$ cat src/rtl/aes_round_controller_param.sv
// Round/phase sequencer for the serial masked AES datapath: an IDLE/INIT/RUN/FINAL
// FSM whose registered round and phase counters are decoded into the per-cycle strobes.
module aes_round_controller_param #(
    parameter int NR        = 10,
    parameter int FIRST_CYC = 20,
    parameter int RND_CYC   = 23,
    parameter int MC_STRIDE = 4
) (
    input  logic       clk,
    input  logic       rst,
    input  logic       start_i,
    output logic       busy_o,
    output logic [3:0] round_o,
    output logic       key_sched_en,
    output logic       show_rcon,
    output logic       do_sr,
    output logic       do_mc,
    output logic       state_hold,
    output logic       key_hold,
    output logic       do_key_sbox,
    output logic       first_col_shift,
    output logic       done,
    output logic       ct_valid,
    output logic       output_sel,
    output logic [1:0] key_in_sel,
    output logic [1:0] sbox_in_sel,
    output logic [7:0] rcon
);

    typedef enum logic [1:0] {S_IDLE, S_INIT, S_RUN, S_FINAL} state_e;

    localparam logic [5:0] INIT_LAST  = 6'(FIRST_CYC - 1);
    localparam logic [5:0] INIT_KSBOX = 6'(FIRST_CYC - 4);
    localparam logic [5:0] RND_LAST   = 6'(RND_CYC - 1);
    localparam logic [5:0] RND_KSBOX  = 6'(RND_CYC - 4);
    localparam logic [5:0] SBOX_HI    = 6'(RND_CYC - 5);
    localparam logic [5:0] FINAL_LAST = 6'd18;
    localparam logic [3:0] NR_RC      = 4'(NR);
    localparam logic [7:0] RCON_INIT  = 8'h01;

    state_e     state_q, state_d;
    logic [5:0] pc_q, pc_d;
    logic [3:0] rc_q, rc_d;
    logic [7:0] rcon_q, rcon_d;

    // NOTE: every always_comb output gets a default first so no path leaves it
    // unassigned; otherwise synthesis infers a latch to hold the old value.
    always_comb begin
        state_d = state_q;
        pc_d    = pc_q;
        rc_d    = rc_q;
        rcon_d  = rcon_q;
        case (state_q)
            S_IDLE: begin
                if (start_i) begin
                    state_d = S_INIT;
                    pc_d    = '0;
                    rc_d    = '0;
                    rcon_d  = RCON_INIT;
                end
            end
            S_INIT: begin
                if (pc_q == INIT_LAST) begin
                    pc_d    = '0;
                    rc_d    = 4'd1;
                    state_d = (NR_RC == 4'd1) ? S_FINAL : S_RUN;
                end else begin
                    pc_d = pc_q + 6'd1;
                end
            end
            S_RUN: begin
                if (pc_q == RND_LAST) begin
                    pc_d   = '0;
                    rc_d   = rc_q + 4'd1;
                    rcon_d = {rcon_q[6:0], 1'b0} ^ (rcon_q[7] ? 8'h1B : 8'h00);
                    if ((rc_q + 4'd1) == NR_RC) state_d = S_FINAL;
                end else begin
                    pc_d = pc_q + 6'd1;
                end
            end
            S_FINAL: begin
                // Counters and Rcon return to their reset values so IDLE looks like reset.
                if (pc_q == FINAL_LAST) begin
                    state_d = S_IDLE;
                    pc_d    = '0;
                    rc_d    = '0;
                    rcon_d  = RCON_INIT;
                end else begin
                    pc_d = pc_q + 6'd1;
                end
            end
            default: state_d = S_IDLE;
        endcase
    end

    // NOTE: sequential state uses non-blocking assignments so every flop samples
    // the pre-edge values regardless of statement order.
    always_ff @(posedge clk or negedge rst) begin
        if (!rst) begin
            state_q <= S_IDLE;
            pc_q    <= '0;
            rc_q    <= '0;
            rcon_q  <= RCON_INIT;
        end else begin
            state_q <= state_d;
            pc_q    <= pc_d;
            rc_q    <= rc_d;
            rcon_q  <= rcon_d;
        end
    end

    always_comb begin
        busy_o          = (state_q != S_IDLE);
        round_o         = rc_q;
        rcon            = rcon_q;
        key_sched_en    = 1'b0;
        show_rcon       = 1'b0;
        do_sr           = 1'b0;
        do_mc           = 1'b0;
        state_hold      = 1'b1;
        key_hold        = 1'b1;
        do_key_sbox     = 1'b0;
        first_col_shift = 1'b0;
        done            = 1'b0;
        ct_valid        = 1'b0;
        output_sel      = 1'b1;
        key_in_sel      = 2'd0;
        sbox_in_sel     = 2'd0;
        case (state_q)
            S_INIT: begin
                if (pc_q >= INIT_KSBOX) begin
                    sbox_in_sel = 2'd1;
                    do_key_sbox = 1'b1;
                end
            end
            S_RUN, S_FINAL: begin
                case (pc_q)
                    6'd0: key_hold = 1'b0;
                    6'd1: begin
                        do_sr    = 1'b1;
                        key_hold = 1'b0;
                    end
                    6'd2: begin
                        key_sched_en    = 1'b1;
                        state_hold      = 1'b0;
                        first_col_shift = 1'b1;
                    end
                    6'd3: begin
                        show_rcon    = 1'b1;
                        key_sched_en = 1'b1;
                    end
                    6'd4, 6'd5: key_sched_en = 1'b1;
                    default: ;
                endcase
                // Round 1 still takes the freshly loaded key for its first phases.
                if (rc_q == 4'd1 && pc_q < 6'd3)      key_in_sel = 2'd0;
                else if (pc_q >= 6'd3 && pc_q <= 6'd6) key_in_sel = 2'd1;
                else                                   key_in_sel = 2'd2;
                if (pc_q < 6'd3 || pc_q > SBOX_HI) sbox_in_sel = 2'd1;
                else if (pc_q < 6'd7)              sbox_in_sel = 2'd2;
                else                               sbox_in_sel = 2'd3;
                if (state_q == S_RUN) begin
                    for (int k = 0; k < 4; k++) begin
                        if (pc_q == 6'(3 + k * MC_STRIDE)) do_mc = 1'b1;
                    end
                    if (pc_q >= RND_KSBOX) do_key_sbox = 1'b1;
                end else begin
                    if (pc_q >= 6'd3 && pc_q <= 6'd6)  output_sel = 1'b0;
                    if (pc_q >= 6'd3 && pc_q <= 6'd18) done       = 1'b1;
                    if (pc_q == 6'd4)                  ct_valid   = 1'b1;
                end
            end
            default: ;
        endcase
    end

endmodule
$ cat config.mk
export PLATFORM = sky130hd
export DESIGN_NAME = aes_round_controller_param
export DESIGN_NICKNAME = d
export VERILOG_FILES = /design/src/rtl/aes_round_controller_param.sv
export SDC_FILE = /design/constraint.sdc
export NUM_CORES = 1
export LEC_CHECK = 0
export CELL_PAD_IN_SITES_DETAIL_PLACEMENT = 1
export CELL_PAD_IN_SITES_GLOBAL_PLACEMENT = 2
export CORE_ASPECT_RATIO = 0.6
export CORE_MARGIN = 10
export CORE_UTILIZATION = 32
export DETAILED_ROUTE_END_ITERATION = 7
export PLACE_DENSITY_LB_ADDON = 0.1
export SLEW_MARGIN = 5
export SYNTH_ARGS = -nofsm -noshare
export SYNTH_HDL_FRONTEND = slang
export SYNTH_SLANG_ARGS = --single-unit
$ cat constraint.sdc
create_clock -name clk -period 3.55 [get_ports clk]
set_clock_uncertainty 0.05 [all_clocks]
set_input_delay 0.355 -clock clk [delete_from_list [all_inputs] [get_ports clk]]
set_output_delay 0.355 -clock clk [all_outputs]
set_load 0.01 [all_outputs]
* Word level (Yosys, flattened, before mapping) *
Cells that the tools add are included.

word-level totals
  bits in registers = 20
  output and inout port bits = 28
  input bits = 3

operators by class
  bitwise gates (word level) = 1
  mux-type cells = 58
  reductions and logical operators = 14
  equal/unequal tests = 21
  $add $sub $neg = 2
  magnitude comparators = 8

operators with widths
  operator               count
  $mux W1                31
  $mux W6                4
  $mux W8                3
  $pmux W6 S4            1
  $pmux W8 S3            1
  $eq A6 B3 Y1 const B   3
  $eq A6 B5 Y1 const B   3
  $mux W2                9
  $mux W4                4
  $pmux W4 S4            1
  $eq A6 B2 Y1 const B   2
  $eq A6 B4 Y1 const B   2
  $ge A6 B5 Y1 const B   2
  $ne A2 B2 Y1 const B   5
  $pmux W2 S4            1
  $reduce_and A4 Y1      2
  $xor A8 B5 Y8          1
  $add A6 B1 Y6 const B  1
  $eq A6 B1 Y1 const B   1
  $ge A6 B2 Y1 const B   1
  $gt A6 B5 Y1 const B   1
  $le A6 B3 Y1 const B   1
  $le A6 B5 Y1 const B   1
  $logic_not A6 Y1       1
  other kinds (18)       22

* Depth between registers and ports, before layout *
  word-level depth = 7
  depth in mapped cells = 8

* Worst setup path after synthesis *
OpenSTA, ideal clock, no wires.

  path type = register to register
  from = register pc_q[3]
  to = register rc_q[3] (netlist: round_o[3])
  arrival time = 2.286 ns
  data required time = 3.434 ns
  setup time = 0.066 ns
  buffers on the path = 2
  slack = 1.148 ns
  cell stages (with the launch flop) = 8
  cell sequence = dfrtp_1 > buf_6 > or3b_4 > o41a_1 > or4_4 > buf_6 > or4_1 > nand2_1

on the way
  longest elaborated chain between the ends = 3

ends and longest elaborated chain
  item                             RTL line    source
  start, declared                  42          logic [5:0] pc_q, pc_d;
  start signal, assigned           106         pc_q <= pc_d;
  $eq A6 B5 Y1 (on tied branches)  63, 72, 83
  $ne A2 B2 Y1 (no line)           n/a
  $reduce_and A4 Y1 (no line) (*)  n/a
  end signal, assigned             107         rc_q <= rc_d;
  end, declared                    43          logic [3:0] rc_q, rc_d;

Mark *: on every way between the ends. The rest lies on a longest branch, timed or not.
A chain may end at the register's enable or synchronous reset.

* Worst setup path after layout *
  from = register state_q[0]
  to = output sbox_in_sel[0]

on the way
  longest elaborated chain between the ends = 3

ends and longest elaborated chain
  item                    RTL line  source
  start, declared         41        state_e state_q, state_d;
  start signal, assigned  105       state_q <= state_d;
  $eq A2 B2 Y1            129       case (state_q)
  $reduce_or A2 Y1        129
  $pmux W2 S2 (*)         129
  end, declared           26        output logic [1:0] sbox_in_sel,

Marks and branches as above.

==> flow_summary.html <==
<table>
<tr><th>Metric</th><th>Value</th></tr>
<tr><th colspan="2">Worst setup path</th></tr>
<tr><td>Largest fanout of any net on the critical path</td><td>13</td></tr>
<tr><td>Arrival @ worst endpoint</td><td>about 2.5 ns</td></tr>
<tr><td>Sequence of cells on the critical path</td><td>inv_1 -&gt; ha_1 -&gt; nor2_1 -&gt; a221oi_1 -&gt; clkdlybuf4s50_1</td></tr>
<tr><td>Number of buffer and inverter stages on the critical path</td><td>2</td></tr>
<tr><td>Top cell family by delay on the critical path</td><td>buffers and inverters</td></tr>
<tr><td>Critical path start-end classification</td><td>reg2out</td></tr>
<tr><td>WP data required</td><td>3.14 ns</td></tr>
<tr><td>Cell at the slowest stage of the critical path</td><td>sky130_fd_sc_hd__clkdlybuf4s50_1</td></tr>
<tr><td>Maximum single-stage delay on the critical path</td><td>approximately 0.62 ns</td></tr>
<tr><td>Endpoint type of the worst setup path</td><td>primary output</td></tr>
<tr><td>Kind of start point of the critical path</td><td>flop</td></tr>
<tr><th colspan="2">Job</th></tr>
<tr><td>Number of maximum-capacitance constraint violations</td><td>0</td></tr>
<tr><th colspan="2">STA</th></tr>
<tr><td>Remaining max-slew budget at the tightest pin</td><td>between 30% and 40%</td></tr>
<tr><td>Worst slew pin tran</td><td>roughly 0.9 ns</td></tr>
<tr><td>Share of the cycle needed by the critical path after routing</td><td>a little over 80%</td></tr>
<tr><td>Hold violation count in the final report</td><td>0</td></tr>
<tr><td>Unrepaired setup endpoints after global routing</td><td>no</td></tr>
<tr><td>Worst Hold Margin</td><td>roughly 0.47 ns</td></tr>
<tr><td>Finish-stage setup viols</td><td>0</td></tr>
<tr><td>Max Fclk</td><td>340 MHz</td></tr>
<tr><td>Final min period</td><td>2.94 ns</td></tr>
<tr><td>Setup TNS after final layout</td><td>0 ns</td></tr>
<tr><td>Final max-slew violation count</td><td>0</td></tr>
<tr><th colspan="2">Detailed routing</th></tr>
<tr><td>Total wirelength of the detailed-routed design</td><td>roughly 4400 um</td></tr>
<tr><td>Detailed-routing iteration count for the pre-antenna-repair pass</td><td>4</td></tr>
<tr><td>Iteration-0 DRC Markers</td><td>48</td></tr>
<tr><td>Final antenna-violating net count</td><td>0</td></tr>
<tr><td>Routed len/inst</td><td>17.4 um</td></tr>
<tr><td>Post-detailed-route DRC marker count</td><td>0</td></tr>
<tr><td>Total number of vias</td><td>1314</td></tr>
<tr><td>Average via count per standard cell</td><td>slightly above 5</td></tr>
<tr><th colspan="2">Finish</th></tr>
<tr><td>Final non-filler cell total</td><td>255</td></tr>
<tr><td>Synth-to-layout area growth</td><td>27.5%</td></tr>
<tr><td>Register Area</td><td>~500 sq um</td></tr>
<tr><td>Number of inserted diodes</td><td>0</td></tr>
<tr><td>Commonest cells after routing, fill and taps aside</td><td>sky130_fd_sc_hd__clkdlybuf4s50_1, sky130_fd_sc_hd__nand2_1, sky130_fd_sc_hd__dfrtp_1, sky130_fd_sc_hd__nor2_1, sky130_fd_sc_hd__o21ai_0</td></tr>
<tr><td>Multi-input combinational cell area</td><td>837 sq um</td></tr>
<tr><td>Final layout net count</td><td>roughly 210</td></tr>
<tr><td>Fillers</td><td>around 510</td></tr>
<tr><td>Layout cell share with drive strength beyond 1</td><td>approximately 6.7%</td></tr>
<tr><td>Most common cell after layout, fill and taps aside</td><td>sky130_fd_sc_hd__clkdlybuf4s50_1</td></tr>
<tr><td>Utilization after layout</td><td>43.3%</td></tr>
<tr><th colspan="2">Synthesis</th></tr>
<tr><td>Number of warnings reported in the yosys synthesis log</td><td>0</td></tr>
<tr><td>Post-synth top flop</td><td>sky130_fd_sc_hd__dfrtp_1</td></tr>
<tr><td>Count of state elements after synthesis</td><td>20</td></tr>
<tr><td>Synthesized Nets</td><td>about 190</td></tr>
<tr><td>Sequential area share after synthesis</td><td>35.1%</td></tr>
<tr><td>Proportion of register bits with asynchronous set or reset after synthesis</td><td>100%</td></tr>
<tr><td>Number of different library cells in the post-synthesis netlist</td><td>between 40 and 50</td></tr>
<tr><td>Post-Syn Area per Cell</td><td>approximately 8.4 sq um</td></tr>
<tr><td>Number of flops mapped to enable cells by yosys</td><td>0</td></tr>
<tr><td>Syn Std Cell Area</td><td>between 1000 and 1500 sq um</td></tr>
<tr><td>Count of mapped cells out of synthesis</td><td>171</td></tr>
<tr><th colspan="2">Global route</th></tr>
<tr><td>Initial antenna violation count</td><td>0</td></tr>
<tr><td>Pin count of the biggest net entering global routing</td><td>21</td></tr>
<tr><td>GR met1 Demand/Resource</td><td>between 15 and 20%</td></tr>
<tr><td>Met3 track utilization from global routing</td><td>3.57%</td></tr>
<tr><td>Number of global-route vias before repair</td><td>between 1000 and 1500</td></tr>
<tr><td>Overall routing resource usage</td><td>between 10% and 20%</td></tr>
<tr><td>Global-route wire length before repair</td><td>7470 um</td></tr>
<tr><td>Remaining global-route overflow</td><td>0</td></tr>
<tr><td>GRT met2 Usage</td><td>approximately 18%</td></tr>
<tr><td>GRT busiest layer</td><td>met2</td></tr>
<tr><th colspan="2">Clocking</th></tr>
<tr><td>Reg clk slew, reported paths</td><td>about 0.080 ns</td></tr>
<tr><td>Number of gates resized after CTS</td><td>0</td></tr>
<tr><td>Clk Latency, worst-skew pair</td><td>~0.26 ns</td></tr>
<tr><td>TritonCTS clock tree</td><td>yes</td></tr>
<tr><td>Quantity of hold-fixing buffers added after cts</td><td>0</td></tr>
<tr><td>Post-CTS setup-driven buffer insertion count</td><td>0</td></tr>
<tr><td>H-tree levels</td><td>1</td></tr>
<tr><td>Num CTS Buffers</td><td>3</td></tr>
<tr><td>Buffer depth of the longest clock path</td><td>2</td></tr>
<tr><td>Clock sink count</td><td>20</td></tr>
<tr><td>Root buf cell</td><td>sky130_fd_sc_hd__clkbuf_8</td></tr>
<tr><th colspan="2">Pwr</th></tr>
<tr><td>Power density over the cells</td><td>between 700 and 800 nW/um^2</td></tr>
<tr><td>Total Power Consumption</td><td>about 1.4 mW</td></tr>
<tr><td>Worst vdd ir</td><td>slightly below 0.0004 V</td></tr>
<tr><td>P_leak</td><td>0.774 nW</td></tr>
<tr><th colspan="2">Floorplan</th></tr>
<tr><td>Initial core utilization</td><td>roughly a third</td></tr>
<tr><td>Core Footprint</td><td>approximately 4200 sq um</td></tr>
<tr><td>Die Width</td><td>106 um</td></tr>
<tr><td>I/O pin cnt</td><td>31</td></tr>
<tr><td>Placement row count</td><td>18</td></tr>
<tr><td>Area enclosed by the die boundary</td><td>7630 sq um</td></tr>
<tr><td>Die span in y</td><td>71.8 um</td></tr>
<tr><th colspan="2">Placed design</th></tr>
<tr><td>Final Wtd Congestion</td><td>0.775</td></tr>
<tr><td>Detail Placement HPWL</td><td>between 3000 and 4000 um</td></tr>
<tr><td>I/O Buffers</td><td>30</td></tr>
<tr><td>Cell total after placement</td><td>~250</td></tr>
<tr><th colspan="2">Worst hold path</th></tr>
<tr><td>Class of the tightest hold or removal check</td><td>reg2reg</td></tr>
<tr><th colspan="2">Outcome</th></tr>
<tr><td>Status</td><td>complete, no violations</td></tr>
</table>
## cells by family (layout without fill, tap and decap cells)
| group | after synthesis | after routing | share of synthesized area (%) |
|---|---|---|---|
| compound gates | 42 | 42 | 19.7 |
| xor+xnor | 4 | 4 | 2.45 |
| fa+ha+maj | 12 | 12 | 10.5 |
| buf+inv | 20 | 44 | 6.39 |
| flops | 20 | 20 | 35.1 |
| mux | 1 | 1 | 0.787 |
| simple gates | 72 | 72 | 25.1 |
## cell type report
cell class                 count  area share (%)
multi-input combinational    131            45.9
inverter                      10            2.06
sequential                    20            27.5
clock inverter                 1            1.65
clock buffer                   3            2.26
tap                           60            4.12
timing repair buffer          30            16.5
## flip-flops by register name, indices dropped and copies added, names as in the netlist
name,cells
state_q,2
pc_q,6
round_o,4
rcon,8
## worst min-delay path: cells and delay by family, from the launching register on
kind / cells / cell delay [ns]
AND/OR/NAND/NOR: 1 / 0.06
flip-flops: 1 / 0.37
AO/OA/AOI/OAI: 1 / 0.06
## stage by stage
step	worst slack, ns	instance area (sq um)
2_1_floorplan	1.15	1430
3_3_place_gp	0.975	1750
3_5_place_dp	0.870	1750
4_1_cts	0.616	1820
5_1_grt	0.426	1820
6_report	0.606	1820
## power by group
| part | total (mW) | internal [mW] | switching, mW |
|---|---|---|---|
| Clock | 0.230 | 0.150 | 0.0791 |
| Sequential | 0.353 | 0.279 | 0.0744 |
| Combinational | 0.807 | 0.343 | 0.464 |
| Total | 1.39 | 0.773 | 0.617 |
## worst paths after layout
check | slack (ns) | cells after the start | end | start
worst max register to register | 0.84 | 5 | state_q[1]$_DFFE_PN0P_ | pc_q[4]$_DFFE_PN0N_
worst max-delay path | 0.61 | 5 | sbox_in_sel[0] | state_q[0]$_DFFE_PN0P_
max in group asynchronous | 2.33 | 1 | pc_q[4]$_DFFE_PN0N_ | rst
worst min register to register | 0.47 | 2 | rcon[4]$_DFFE_PN0P_ | rcon[4]$_DFFE_PN0P_
min in group asynchronous | 0.56 | 1 | round_o[1]$_DFFE_PN0P_ | rst
worst min-delay path | 0.47 | 2 | rcon[4]$_DFFE_PN0P_ | rcon[4]$_DFFE_PN0P_
## synthesized netlist by cell type (all sizes together) (6+ instances only)
cell type | count | area (sq um)
nor3 | 8 | 40.0
dfrtp | 19 | 475
ha | 12 | 150
o31ai | 7 | 52.6
o21ai | 13 | 65.1
nor2 | 13 | 48.8
inv | 10 | 37.5
a21oi | 7 | 35.0
clkbuf | 6 | 22.5
nand2 | 25 | 93.8
## routing by layer
metal | share of wire [%] | vias to the layer above
met5 | 0 | -
met4 | 0.77 | 0
met3 | 5.7 | 2
met2 | 43 | 25
met1 | 51 | 642
li1 | - | 645
Note: power is estimated with default switching activity, not from simulation.
